<file path="config.mk">
export PLATFORM = sky130hd
export DESIGN_NAME = id_decode_stage_flat
export DESIGN_NICKNAME = d
export VERILOG_FILES = /design/src/rtl/rv32_pkg.sv /design/src/rtl/id_decode_stage_if.sv /design/src/rtl/rv32_opdecode.sv /design/src/rtl/id_decode_stage.sv /design/src/flat_wrapper.sv
export SDC_FILE = /design/constraint.sdc
export NUM_CORES = 1
export LEC_CHECK = 0
export ABC_AREA = 1
export CORE_UTILIZATION = 41
export DETAILED_ROUTE_END_ITERATION = 6
export PLACE_DENSITY = 0.91
export SYNTH_ARGS = -nofsm -noshare
export SYNTH_HDL_FRONTEND = slang
export SYNTH_SLANG_ARGS = --single-unit
</file>
<file path="constraint.sdc">
create_clock -name clk -period 1.9 [get_ports clk]
set_clock_uncertainty 0.05 [all_clocks]
set_input_delay 0.285 -clock clk [delete_from_list [all_inputs] [get_ports clk]]
set_output_delay 0.285 -clock clk [all_outputs]
set_load 0.01 [all_outputs]
</file>
<file path="src/rtl/rv32_pkg.sv">
`default_nettype none
// ============================================================================
// Package     : rv32_pkg
// Description : Shared rv32 decode definitions. Holds opcode constants, the
//               immediate-format select encodings shared with the immediate
//               generator, the decode-stage FSM states and the control-flag
//               bundle.
// Revision    : 1.0 - initial release
// ============================================================================
package rv32_pkg;

    // Major opcodes, instr[6:0]
    localparam logic [6:0] OP_LUI    = 7'b0110111;
    localparam logic [6:0] OP_AUIPC  = 7'b0010111;
    localparam logic [6:0] OP_JAL    = 7'b1101111;
    localparam logic [6:0] OP_JALR   = 7'b1100111;
    localparam logic [6:0] OP_BRANCH = 7'b1100011;
    localparam logic [6:0] OP_LOAD   = 7'b0000011;
    localparam logic [6:0] OP_STORE  = 7'b0100011;
    localparam logic [6:0] OP_IMM    = 7'b0010011;
    localparam logic [6:0] OP_OP     = 7'b0110011;
    localparam logic [6:0] OP_FENCE  = 7'b0001111;

    // Immediate-format select, shared with the immediate generator
    localparam logic [2:0] IMM_I    = 3'b000;
    localparam logic [2:0] IMM_S    = 3'b001;
    localparam logic [2:0] IMM_B    = 3'b010;
    localparam logic [2:0] IMM_U    = 3'b011;
    localparam logic [2:0] IMM_J    = 3'b100;
    localparam logic [2:0] IMM_NONE = 3'b101;

    // Decode-stage run/halt state
    typedef enum logic [0:0] {
        ST_RUN  = 1'b0,
        ST_HALT = 1'b1
    } state_e;

    // Control flags forwarded to execute
    typedef struct packed {
        logic reg_we;
        logic mem_re;
        logic mem_we;
        logic branch;
        logic jump;
        logic alu_src_imm;
    } ctrl_t;

    localparam ctrl_t CTRL_NONE = '0;

endpackage : rv32_pkg
`default_nettype wire

</file>
<file path="src/rtl/id_decode_stage_if.sv">
`default_nettype none
// ============================================================================
// Interface   : id_decode_stage_if
// Description : Fetch-side handshake, execute-side handshake and decoded
//               outputs of the instruction-decode stage.
// Revision    : 1.0 - initial release
// ============================================================================
interface id_decode_stage_if #(
    parameter int XLEN = 32
) ();
    // fetch side
    logic            if_valid;
    logic            if_ready;
    logic [XLEN-1:0] if_pc;
    logic [31:0]     if_instr;
    // execute side
    logic            flush;
    logic            ex_ready;
    logic            id_valid;
    logic [XLEN-1:0] id_pc;
    logic [24:0]     id_imm_data;
    logic [2:0]      id_imm_sel;
    logic [4:0]      id_rs1;
    logic [4:0]      id_rs2;
    logic [4:0]      id_rd;
    logic [2:0]      id_funct3;
    logic            id_funct7b5;
    logic            id_reg_we;
    logic            id_mem_re;
    logic            id_mem_we;
    logic            id_branch;
    logic            id_jump;
    logic            id_alu_src_imm;
    logic            id_illegal;

    // Environment view: fetch and execute units
    modport master (
        output if_valid, if_pc, if_instr, flush, ex_ready,
        input  if_ready, id_valid, id_pc, id_imm_data, id_imm_sel,
               id_rs1, id_rs2, id_rd, id_funct3, id_funct7b5,
               id_reg_we, id_mem_re, id_mem_we, id_branch, id_jump,
               id_alu_src_imm, id_illegal
    );

    // Decode-stage view
    modport slave (
        input  if_valid, if_pc, if_instr, flush, ex_ready,
        output if_ready, id_valid, id_pc, id_imm_data, id_imm_sel,
               id_rs1, id_rs2, id_rd, id_funct3, id_funct7b5,
               id_reg_we, id_mem_re, id_mem_we, id_branch, id_jump,
               id_alu_src_imm, id_illegal
    );
endinterface : id_decode_stage_if
`default_nettype wire

</file>
<file path="src/rtl/rv32_opdecode.sv">
`default_nettype none
// ============================================================================
// Module      : rv32_opdecode
// Description : Combinational opcode decoder. Maps opcode/funct3 to the
//               immediate-format select, control flags and illegal flag.
// Revision    : 1.0 - initial release
// ============================================================================
module rv32_opdecode
    import rv32_pkg::*;
#(
    parameter bit NOP_ON_FENCE = 1'b1
) (
    input  wire logic [6:0] opcode_i,
    input  wire logic [2:0] funct3_i,
    output logic      [2:0] imm_sel_o,
    output ctrl_t           ctrl_o,
    output logic            illegal_o
);

    // Legal decodes set their select/flags; anything rejected collapses to
    // "no immediate, no flags, illegal".
    always_comb begin
        imm_sel_o = IMM_NONE;
        ctrl_o    = CTRL_NONE;
        illegal_o = 1'b0;
        case (opcode_i)
            OP_LUI, OP_AUIPC: begin
                imm_sel_o     = IMM_U;
                ctrl_o.reg_we = 1'b1;
            end
            OP_JAL: begin
                imm_sel_o     = IMM_J;
                ctrl_o.reg_we = 1'b1;
                ctrl_o.jump   = 1'b1;
            end
            OP_JALR: begin
                imm_sel_o          = IMM_I;
                ctrl_o.reg_we      = 1'b1;
                ctrl_o.jump        = 1'b1;
                ctrl_o.alu_src_imm = 1'b1;
                illegal_o          = (funct3_i != 3'b000);
            end
            OP_BRANCH: begin
                imm_sel_o     = IMM_B;
                ctrl_o.branch = 1'b1;
                illegal_o     = (funct3_i == 3'b010) || (funct3_i == 3'b011);
            end
            OP_LOAD: begin
                imm_sel_o          = IMM_I;
                ctrl_o.reg_we      = 1'b1;
                ctrl_o.mem_re      = 1'b1;
                ctrl_o.alu_src_imm = 1'b1;
                illegal_o          = (funct3_i == 3'b011) || (funct3_i[2:1] == 2'b11);
            end
            OP_STORE: begin
                imm_sel_o          = IMM_S;
                ctrl_o.mem_we      = 1'b1;
                ctrl_o.alu_src_imm = 1'b1;
                illegal_o          = (funct3_i > 3'b010);
            end
            OP_IMM: begin
                imm_sel_o          = IMM_I;
                ctrl_o.reg_we      = 1'b1;
                ctrl_o.alu_src_imm = 1'b1;
            end
            OP_OP: begin
                ctrl_o.reg_we = 1'b1;
            end
            OP_FENCE: begin
                illegal_o = !NOP_ON_FENCE;
            end
            default: begin
                illegal_o = 1'b1;
            end
        endcase
        if (illegal_o) begin
            imm_sel_o = IMM_NONE;
            ctrl_o    = CTRL_NONE;
        end
    end

endmodule : rv32_opdecode
`default_nettype wire

</file>
<file path="src/rtl/id_decode_stage.sv">
`default_nettype none
// ============================================================================
// Module      : id_decode_stage
// Description : rv32 instruction-decode stage. Single-entry pipeline register
//               with valid/ready handshake, flush, and halt-on-illegal FSM.
// Revision    : 1.0 - initial release
// ============================================================================
module id_decode_stage
    import rv32_pkg::*;
#(
    parameter int XLEN         = 32,
    parameter bit NOP_ON_FENCE = 1'b1
) (
    input  wire logic         clk,
    input  wire logic         rst_n,
    id_decode_stage_if.slave  bus
);

    state_e          state_q;
    logic            valid_q;
    logic [XLEN-1:0] pc_q;
    logic [24:0]     imm_data_q;
    logic [2:0]      imm_sel_q;
    logic [4:0]      rs1_q;
    logic [4:0]      rs2_q;
    logic [4:0]      rd_q;
    logic [2:0]      funct3_q;
    logic            funct7b5_q;
    ctrl_t           ctrl_q;
    logic            illegal_q;

    logic [2:0]      dec_imm_sel;
    ctrl_t           dec_ctrl;
    logic            dec_illegal;
    logic            w_if_ready;
    logic            w_capture;

    rv32_opdecode #(
        .NOP_ON_FENCE (NOP_ON_FENCE)
    ) u_opdecode (
        .opcode_i  (bus.if_instr[6:0]),
        .funct3_i  (bus.if_instr[14:12]),
        .imm_sel_o (dec_imm_sel),
        .ctrl_o    (dec_ctrl),
        .illegal_o (dec_illegal)
    );

    // Accept only while running and the register is empty or being drained
    assign w_if_ready = (state_q == ST_RUN) && (!valid_q || bus.ex_ready);
    assign w_capture  = bus.if_valid && w_if_ready;

    // Pipeline register and run/halt FSM; flush beats capture and stall
    always_ff @(posedge clk or negedge rst_n) begin
        if (!rst_n) begin
            state_q    <= ST_RUN;
            valid_q    <= 1'b0;
            pc_q       <= '0;
            imm_data_q <= '0;
            imm_sel_q  <= IMM_NONE;
            rs1_q      <= '0;
            rs2_q      <= '0;
            rd_q       <= '0;
            funct3_q   <= '0;
            funct7b5_q <= 1'b0;
            ctrl_q     <= CTRL_NONE;
            illegal_q  <= 1'b0;
        end else if (bus.flush) begin
            state_q <= ST_RUN;
            valid_q <= 1'b0;
        end else if (w_capture) begin
            state_q    <= dec_illegal ? ST_HALT : ST_RUN;
            valid_q    <= 1'b1;
            pc_q       <= bus.if_pc;
            imm_data_q <= bus.if_instr[31:7];
            imm_sel_q  <= dec_imm_sel;
            rs1_q      <= bus.if_instr[19:15];
            rs2_q      <= bus.if_instr[24:20];
            rd_q       <= dec_ctrl.reg_we ? bus.if_instr[11:7] : 5'd0;
            funct3_q   <= bus.if_instr[14:12];
            funct7b5_q <= bus.if_instr[30];
            ctrl_q     <= dec_ctrl;
            illegal_q  <= dec_illegal;
        end else if (valid_q && bus.ex_ready) begin
            valid_q <= 1'b0;
        end
    end

    assign bus.if_ready       = w_if_ready;
    assign bus.id_valid       = valid_q;
    assign bus.id_pc          = pc_q;
    assign bus.id_imm_data    = imm_data_q;
    assign bus.id_imm_sel     = imm_sel_q;
    assign bus.id_rs1         = rs1_q;
    assign bus.id_rs2         = rs2_q;
    assign bus.id_rd          = rd_q;
    assign bus.id_funct3      = funct3_q;
    assign bus.id_funct7b5    = funct7b5_q;
    assign bus.id_reg_we      = ctrl_q.reg_we;
    assign bus.id_mem_re      = ctrl_q.mem_re;
    assign bus.id_mem_we      = ctrl_q.mem_we;
    assign bus.id_branch      = ctrl_q.branch;
    assign bus.id_jump        = ctrl_q.jump;
    assign bus.id_alu_src_imm = ctrl_q.alu_src_imm;
    assign bus.id_illegal     = illegal_q;

endmodule : id_decode_stage
`default_nettype wire

</file>
<file path="src/flat_wrapper.sv">
// flat-port wrapper written by rule: the top's interface ports become plain ports
module id_decode_stage_flat import rv32_pkg::*;
#(
    parameter int XLEN         = 32,
    parameter bit NOP_ON_FENCE = 1'b1
)
  (clk, rst_n, bus_if_valid, bus_if_pc, bus_if_instr, bus_flush, bus_ex_ready, bus_if_ready, bus_id_valid, bus_id_pc, bus_id_imm_data, bus_id_imm_sel, bus_id_rs1, bus_id_rs2, bus_id_rd, bus_id_funct3, bus_id_funct7b5, bus_id_reg_we, bus_id_mem_re, bus_id_mem_we, bus_id_branch, bus_id_jump, bus_id_alu_src_imm, bus_id_illegal);
  id_decode_stage_if #(.XLEN(XLEN)) bus_i ();
  input  wire logic clk;
  input  wire logic rst_n;
  input wire logic [$bits(bus_i.if_valid)-1:0] bus_if_valid;
  input wire logic [$bits(bus_i.if_pc)-1:0] bus_if_pc;
  input wire logic [$bits(bus_i.if_instr)-1:0] bus_if_instr;
  input wire logic [$bits(bus_i.flush)-1:0] bus_flush;
  input wire logic [$bits(bus_i.ex_ready)-1:0] bus_ex_ready;
  output wire logic [$bits(bus_i.if_ready)-1:0] bus_if_ready;
  output wire logic [$bits(bus_i.id_valid)-1:0] bus_id_valid;
  output wire logic [$bits(bus_i.id_pc)-1:0] bus_id_pc;
  output wire logic [$bits(bus_i.id_imm_data)-1:0] bus_id_imm_data;
  output wire logic [$bits(bus_i.id_imm_sel)-1:0] bus_id_imm_sel;
  output wire logic [$bits(bus_i.id_rs1)-1:0] bus_id_rs1;
  output wire logic [$bits(bus_i.id_rs2)-1:0] bus_id_rs2;
  output wire logic [$bits(bus_i.id_rd)-1:0] bus_id_rd;
  output wire logic [$bits(bus_i.id_funct3)-1:0] bus_id_funct3;
  output wire logic [$bits(bus_i.id_funct7b5)-1:0] bus_id_funct7b5;
  output wire logic [$bits(bus_i.id_reg_we)-1:0] bus_id_reg_we;
  output wire logic [$bits(bus_i.id_mem_re)-1:0] bus_id_mem_re;
  output wire logic [$bits(bus_i.id_mem_we)-1:0] bus_id_mem_we;
  output wire logic [$bits(bus_i.id_branch)-1:0] bus_id_branch;
  output wire logic [$bits(bus_i.id_jump)-1:0] bus_id_jump;
  output wire logic [$bits(bus_i.id_alu_src_imm)-1:0] bus_id_alu_src_imm;
  output wire logic [$bits(bus_i.id_illegal)-1:0] bus_id_illegal;
  assign bus_i.if_valid = bus_if_valid;
  assign bus_i.if_pc = bus_if_pc;
  assign bus_i.if_instr = bus_if_instr;
  assign bus_i.flush = bus_flush;
  assign bus_i.ex_ready = bus_ex_ready;
  assign bus_if_ready = bus_i.if_ready;
  assign bus_id_valid = bus_i.id_valid;
  assign bus_id_pc = bus_i.id_pc;
  assign bus_id_imm_data = bus_i.id_imm_data;
  assign bus_id_imm_sel = bus_i.id_imm_sel;
  assign bus_id_rs1 = bus_i.id_rs1;
  assign bus_id_rs2 = bus_i.id_rs2;
  assign bus_id_rd = bus_i.id_rd;
  assign bus_id_funct3 = bus_i.id_funct3;
  assign bus_id_funct7b5 = bus_i.id_funct7b5;
  assign bus_id_reg_we = bus_i.id_reg_we;
  assign bus_id_mem_re = bus_i.id_mem_re;
  assign bus_id_mem_we = bus_i.id_mem_we;
  assign bus_id_branch = bus_i.id_branch;
  assign bus_id_jump = bus_i.id_jump;
  assign bus_id_alu_src_imm = bus_i.id_alu_src_imm;
  assign bus_id_illegal = bus_i.id_illegal;
  id_decode_stage #(.XLEN(XLEN), .NOP_ON_FENCE(NOP_ON_FENCE)) u_core (.clk(clk), .rst_n(rst_n), .bus(bus_i));
endmodule
</file>
==> results of run 1 <==
[state kept, by name, summed over array words and instances (netlist names)]
| signal | count |
|---|---|
| u_core.bus.id_alu_src_imm | 1 |
| u_core.bus.id_branch | 1 |
| u_core.bus.id_funct3 | 2 |
| u_core.bus.id_illegal | 1 |
| u_core.bus.id_imm_data | 15 |
| u_core.bus.id_imm_sel | 3 |
| u_core.bus.id_jump | 1 |
| u_core.bus.id_mem_re | 1 |
| u_core.bus.id_mem_we | 1 |
| u_core.bus.id_pc | 32 |
| u_core.bus.id_rd | 5 |
| u_core.bus.id_reg_we | 1 |
| u_core.bus.id_rs1 | 4 |
| u_core.bus.id_rs2 | 4 |
| u_core.bus.id_valid | 1 |
| u_core.state_q | 1 |
[routing by layer]
layer / vias up / part of all wire, % / GRT usage, %
li1: 1521 / - / -
met1: 1440 / 42 / 26.6
met2: 125 / 48 / 34.7
met3: 11 / 8.3 / 5.67
met4: 0 / 0.93 / 4.95
met5: - / 0 / 0
[stage by stage]
stage	util, %	hold slack [ps]
floorplan	-	-60.6
finish	67.8	369
CTS	67.8	385
detailed placement	64.4	197
global route	67.8	406
global placement	64.4	193
[placed cells by master (no fill, tap or decap), types with 3 or more instances in the layout]
master           netlist  final
buf_4                 14     12
nand2_2                8      8
nand2_1              212    212
inv_2                  8      8
nor2_1                21     21
clkdlybuf4s50_1        0    154
dfrtp_1               72     72
a21oi_1                4      4
nor2_4                 4      4
buf_12                 0      4
nand3_1                4      4
inv_1                  9      9
clkbuf_8               0     10
o21ai_2                8      8
bufinv_16              0      3
o21ai_1                5      5
nand4_1                6      6
[power by group]
| part | leakage [nW] | switching [mW] | internal (mW) | total (mW) |
|---|---|---|---|---|
| sequential | 0.935 | 0.184 | 1.88 | 2.06 |
| clock | 0.119 | 0.580 | 0.910 | 1.49 |
| combinational | 1.53 | 0.654 | 0.895 | 1.55 |
| total | 2.58 | 1.42 | 3.68 | 5.10 |
[what timing repair did]
action                                 4_1_cts  5_1_grt
endpoints found under the hold margin       30        0
hold buffers                                 1        0
setup endpoints to repair                    0        1
gates resized for setup                      0        1
[synthesized netlist by cell type, drive strengths merged]
library cell	instances
nand2	222
dfrtp	72
nor2	27
buf	22
inv	17
o21ai	14
nand3	7
clkbuf	6
nand4	6
a21oi	5
dfstp	2
clkinv	1
nor3	1
[cell type report]
class / count / area (um^2) / area share [%]
Timing Repair Buffer: 172 / 1730 / 32.8
Multi-Input combinational cell: 282 / 1260 / 23.7
Clock inverter: 6 / 114 / 2.15
Tap cell: 102 / 128 / 2.41
Clock buffer: 10 / 138 / 2.60
Sequential cell: 74 / 1850 / 35.0
Inverter: 18 / 68.8 / 1.30
[logic make-up after synthesis]
logic type | count (synthesis) | synth area share [%]
AO/OA/AOI/OAI | 19 | 3.85
AND/OR/NAND/NOR | 263 | 33.7
flip-flops | 74 | 55.4
buffers and inverters | 46 | 7.03
[worst max-delay path by stage]
stage,from,endpoint,slack [ps],cells after the start
after detailed placement,bus_if_instr[6],u_core.bus.id_rd[1],-100,9
after floorplan,u_core.bus.id_valid,u_core.bus.id_rd[2],410,8
after global placement,bus_if_instr[6],u_core.state_q,-6,11
final,u_core.bus.id_imm_sel[2],bus_id_imm_sel[2],160,1
after global routing,u_core.bus.id_imm_sel[2],bus_id_imm_sel[2],110,1
after CTS,bus_ex_ready,bus_if_ready,50,4
==> metrics.md, run 1 <==
| Metric | Value |
|---|---|
| Tightest Pin Transition | `425 ps` |
| First-pass GRT wire length | `between 10000 and 15000 um` |
| Placement Cell Area | `0.00503 mm^2` |
| Layout cells sized above 1 | `12.6%` |
| DP Cell Count | `647` |
| Status | `completed` |
| GPL Wtd Cong | `0.847` |
| DR WL/cell | `12.8 um` |
| Total wire length | `8490 um` |
| CTS tree | `done` |
| Die Height | `92.3 um` |
| Synth top area cells | `dfrtp_1 54%, nand2_1 24%, buf_4 3.1%` |
| Clock Sinks | `74` |
| Clock root buffer | `clkbuf_8` |
| Total Power | `5.10 mW` |
| Worst r2r src | `u_core.bus.id_valid` |
| Leakage | `2.58 nW` |
| Filler instances | `615` |
| Mean area per synthesized cell | `8.32 um^2` |
| Library cells used by synthesis | `27` |
| Reg-to-reg critical path endpoint | `u_core.bus.id_mem_we` |
| Clk_lat worst skew | `330 ps` |
| Yosys Warn Count | `0` |
| Postcts setup bufs | `0` |
| Buf/Inv on CP | `1` |
| Unrepaired setup endpoints after global routing | `false` |
| Gate Count Post-Synth | `402` |
| GRT Total Usage | `20.7%` |
| Syn_nets | `around 470` |
| Htree depth | `3` |
| First drt pass iteration count | `5` |
| Residual DRC | `0` |
| Fmax | `approximately 0.57 GHz` |
| Final critical-path required period | `~1700 ps` |
| Finish-stage setup viols | `0` |
| Initial antenna violation count | `0` |
| Area Overhead vs Synth | `58.2%` |
| Max capacitance violation total | `0` |
| Clock Path Buffers | `2` |
| Remaining antenna violation count after routing | `0` |
| Initial DRC Count | `between 100 and 150` |
| Inserted Diodes | `0` |
| Peak VDD IR | `0.502 mV` |
| Synthesized area | `0.00335 mm^2` |
| Vias per inst | `4.66` |
| Fin crit share | `91.7%` |
| Max_slew headroom | `71.7%` |
| Data arrival, critical path | `~1400 ps` |
| Pwr/cell area | `964 mW/mm^2` |
| Final worst setup slack | `158 ps` |
| IO Pins | `157` |
| Worst EP required | `1560 ps` |
| Die width | `92.3 um` |
| Vias in the first global route | `3000` |
| R2R setup slack | `approximately 380 ps` |
| DP HPWL | `~6500 um` |
| Critical Path Max Stage Delay | `540 ps` |
| Layout net count | `~630` |
| CP Cell Sequence | `clkdlybuf4s50_1` |
| Crit start category | `flip-flop` |
| CP endpoint kind | `output pin` |
| Synth area leader | `dfrtp_1` |
| Flops & latches, synth | `74` |
| CP top delay family | `flip-flops` |
| CP max stage cell | `dfstp_2` |
| Global route overflow | `0` |
| Reg2Reg Depth | `7` |
| Seq/Total Area, Yosys | `55.4%` |
| Final Cell Area | `0.00529 mm^2` |
| Setup TNS | `0 ps` |
| Starting Density | `42.9%` |
| Max-slew violations | `0` |
| Final Hold Fails | `0` |
| Core ar. | `0.00781 mm^2` |
| DP Worst Slack | `-102 ps` |
| Critical path type | `flip-flop to output pin` |
| Pin count of the biggest net entering global routing | `44` |
| Number of port buffers | `156` |
| Non-filler cells, final | `between 600 and 700` |
| Post-synth top area share | `53.9%` |
| Num CTS Buffers | `9` |
| Clock-pin slew on the worst setup and hold paths | `90 ps` |
| Crit Path Max Fanout | `2` |
| Die area | `0.00853 mm^2` |
| Vias | `slightly above 3000` |
| Worst Hold Class | `primary input to async pin` |
| Cell row count | `32` |
Note: power is estimated with default switching activity, not from simulation.
==> inputs of run 2 (changes only) <==
- clock period: 1.9 -> 1.8 ns (I/O delays scaled with it)
==> run 2 against run 1 <==
Compared with the run above:
- power up 2.2%
- first-iteration DRC count fell by 1.4%
- global-route usage rose by 0.40 points
- via count is 1.1% higher
- core utilization shrank 0.080 points
- setup slack got worse by 89 ps
- largest power group unchanged
- highest routed layer unchanged
- flip-flop and latch count is the same
==> metrics.md, run 2 (synthesis results as in run 1) <==
| Metric | Value |
|---|---|
| Initial DRC Count | `around 140` |
| Final critical-path required period | `roughly 1700 ps` |
| Cell row count | `32` |
| Crit start category | `flip-flop` |
| First-pass GRT wire length | `14200 um` |
| Peak VDD IR | `just over 0.6 mV` |
| Pwr/cell area | `approximately 1000 mW/mm^2` |
| Tightest Pin Transition | `439 ps` |
| Clock root buffer | `clkbuf_8` |
| Critical Path Max Stage Delay | `550 ps` |
| Worst EP required | `1480 ps` |
| Pin count of the biggest net entering global routing | `44` |
| Area Overhead vs Synth | `58.0%` |
| Global route overflow | `0` |
| Footprint of the multi-input gates | `0.00126 mm^2` |
| Pint | `3.72 mW` |
| Total wire length | `8620 um` |
| Finish-stage setup viols | `0` |
| Starting Density | `around 43%` |
| Final design utilization | `about two thirds` |
| Setup TNS | `0 ps` |
| Critical path type | `flip-flop to output pin` |
| Reg-to-reg critical path endpoint | `u_core.bus.id_alu_src_imm` |
| Worst r2r src | `u_core.bus.id_valid` |
| Status | `completed` |
| Unrepaired setup endpoints after global routing | `false` |
| Number of stages on the worst setup path | `1` |
| Die width | `92.3 um` |
| Final Hold Fails | `0` |
| DR WL/cell | `12.9 um` |
| Die Height | `92.3 um` |
| Logic pwr share | `31.6%` |
| Fin crit share | `around 96%` |
| IO Pins | `157` |
| Remaining antenna violation count after routing | `0` |
| Data arrival, critical path | `1410 ps` |
| Vias | `3132` |
| Initial antenna violation count | `0` |
| CP endpoint | `bus_id_imm_sel[0]` |
| Layout net count | `630` |
| FF+latch area | `0.00185 mm^2` |
| Commonest cells after routing, fill and taps aside | `212 x nand2_1, 154 x clkdlybuf4s50_1, 72 x dfrtp_1, 21 x nor2_1, 16 x buf_4` |
| Crit Path Max Fanout | `2` |
| GPL Wtd Cong | `around 0.85` |
| Clk_lat worst skew | `roughly 320 ps` |
| DP Cell Count | `651` |
| CP top delay family | `flip-flops` |
| Layout cells sized above 1 | `13.1%` |
| CP Cell Sequence | `clkdlybuf4s50_1` |
| Residual DRC | `0` |
| Filler instances | `616` |
| Inserted Diodes | `0` |
| Non-filler cells, final | `668` |
| Sw Share | `28.7%` |
| Worst Hold Class | `primary input to async pin` |
| NetSw | `between 1 and 1.5 mW` |
| Htree depth | `3` |
| Clock Sinks | `74` |
| Clock-pin slew on the worst setup and hold paths | `~80 ps` |
| R2R setup slack | `300 ps` |
| Max-slew violations | `0` |
| Clock power share | `a little over a quarter` |
| Clock Path Buffers | `2` |
| Sequential share of power | `41.7%` |
| GRT Total Usage | `21.1%` |
| Die area | `0.00853 mm^2` |
| Most common cell after layout, fill and taps aside | `nand2_1` |
| Max_slew headroom | `70.7%` |
| Max capacitance violation total | `0` |
| Number of port buffers | `156` |
| DP HPWL | `6670 um` |
| Buf/Inv on CP | `1` |
| Max reg flops | `32` |
| CP endpoint kind | `output pin` |
| Fmax | `between 0.5 and 0.6 GHz` |
| Vias per inst | `4.69` |
| Worst Setup SP | `u_core.bus.id_imm_sel[0]` |
| CTS tree | `done` |
| Placement Cell Area | `around 0.0051 mm^2` |
| Core ar. | `between 0.007 and 0.008 mm^2` |
| Num CTS Buffers | `9` |
| Fin Hold WS | `357 ps` |
| Final Cell Area | `0.00529 mm^2` |
| Reg2Reg Depth | `6` |
| Leakage | `2.58 nW` |
| Vias in the first global route | `about 3100` |
| CP max stage cell | `dfstp_2` |
| First drt pass iteration count | `4` |
-- run 2: cell type report --
cell class                      count  area share, %
Multi-Input combinational cell    282           23.8
Sequential cell                    74           35.1
Timing Repair Buffer              176           33.3
Tap cell                          102           2.41
Clock buffer                       10           2.41
Clock inverter                      6           1.73
Inverter                           18           1.30
-- run 2: repair_timing --
action / in CTS / in global routing
resized for setup: 1 / 0
endpoints found under the hold margin: 30 / 0
setup buffers: 0 / 0
endpoints found under the setup margin: 1 / 0
hold buffers: 1 / 0
-- run 2: power groups by stage --
stage | Sequential [mW] | Clock, mW | Combinational, mW
detailed placement | 2.20 | 0 | 1.67
finish | 2.18 | 1.39 | 1.65
floorplan | 2.34 | 0 | 0.509
global route | 2.22 | 1.50 | 1.78
global placement | 2.19 | 0 | 1.62
CTS | 2.18 | 1.42 | 1.67
-- run 2: through the flow --
stage               total power [mW]  setup slack, ps
floorplan                       2.84              309
global placement                3.81            -93.1
detailed placement              3.87             -166
CTS                             5.27             57.4
global route                    5.50             37.0
finish                          5.21             69.3
-- run 2: worst min path at each step --
stage,from,to,cells after the start
2_1_floorplan,rst_n,u_core.bus.id_alu_src_imm,0
3_3_place_gp,rst_n,u_core.bus.id_imm_data[23],1
3_5_place_dp,rst_n,u_core.bus.id_imm_data[23],1
4_1_cts,rst_n,u_core.bus.id_imm_data[23],2
5_1_grt,rst_n,u_core.bus.id_imm_data[23],2
6_report,rst_n,u_core.bus.id_imm_data[23],2
-- run 2: metal layers --
metal / vias to the layer above / GRT usage, % / share of wire [%]
met5: - / 0 / 0
met1: 1448 / 26.9 / 43
met2: 133 / 35.6 / 48
li1: 1539 / - / -
met3: 12 / 4.60 / 7.6
met4: 0 / 7.03 / 1.3
==> inputs of run 3 (changes only) <==
- CTS_CLUSTER_SIZE: unset -> 10
==> results of run 3 <==
Final layout, timing and power as in run 2 (identical DEF).
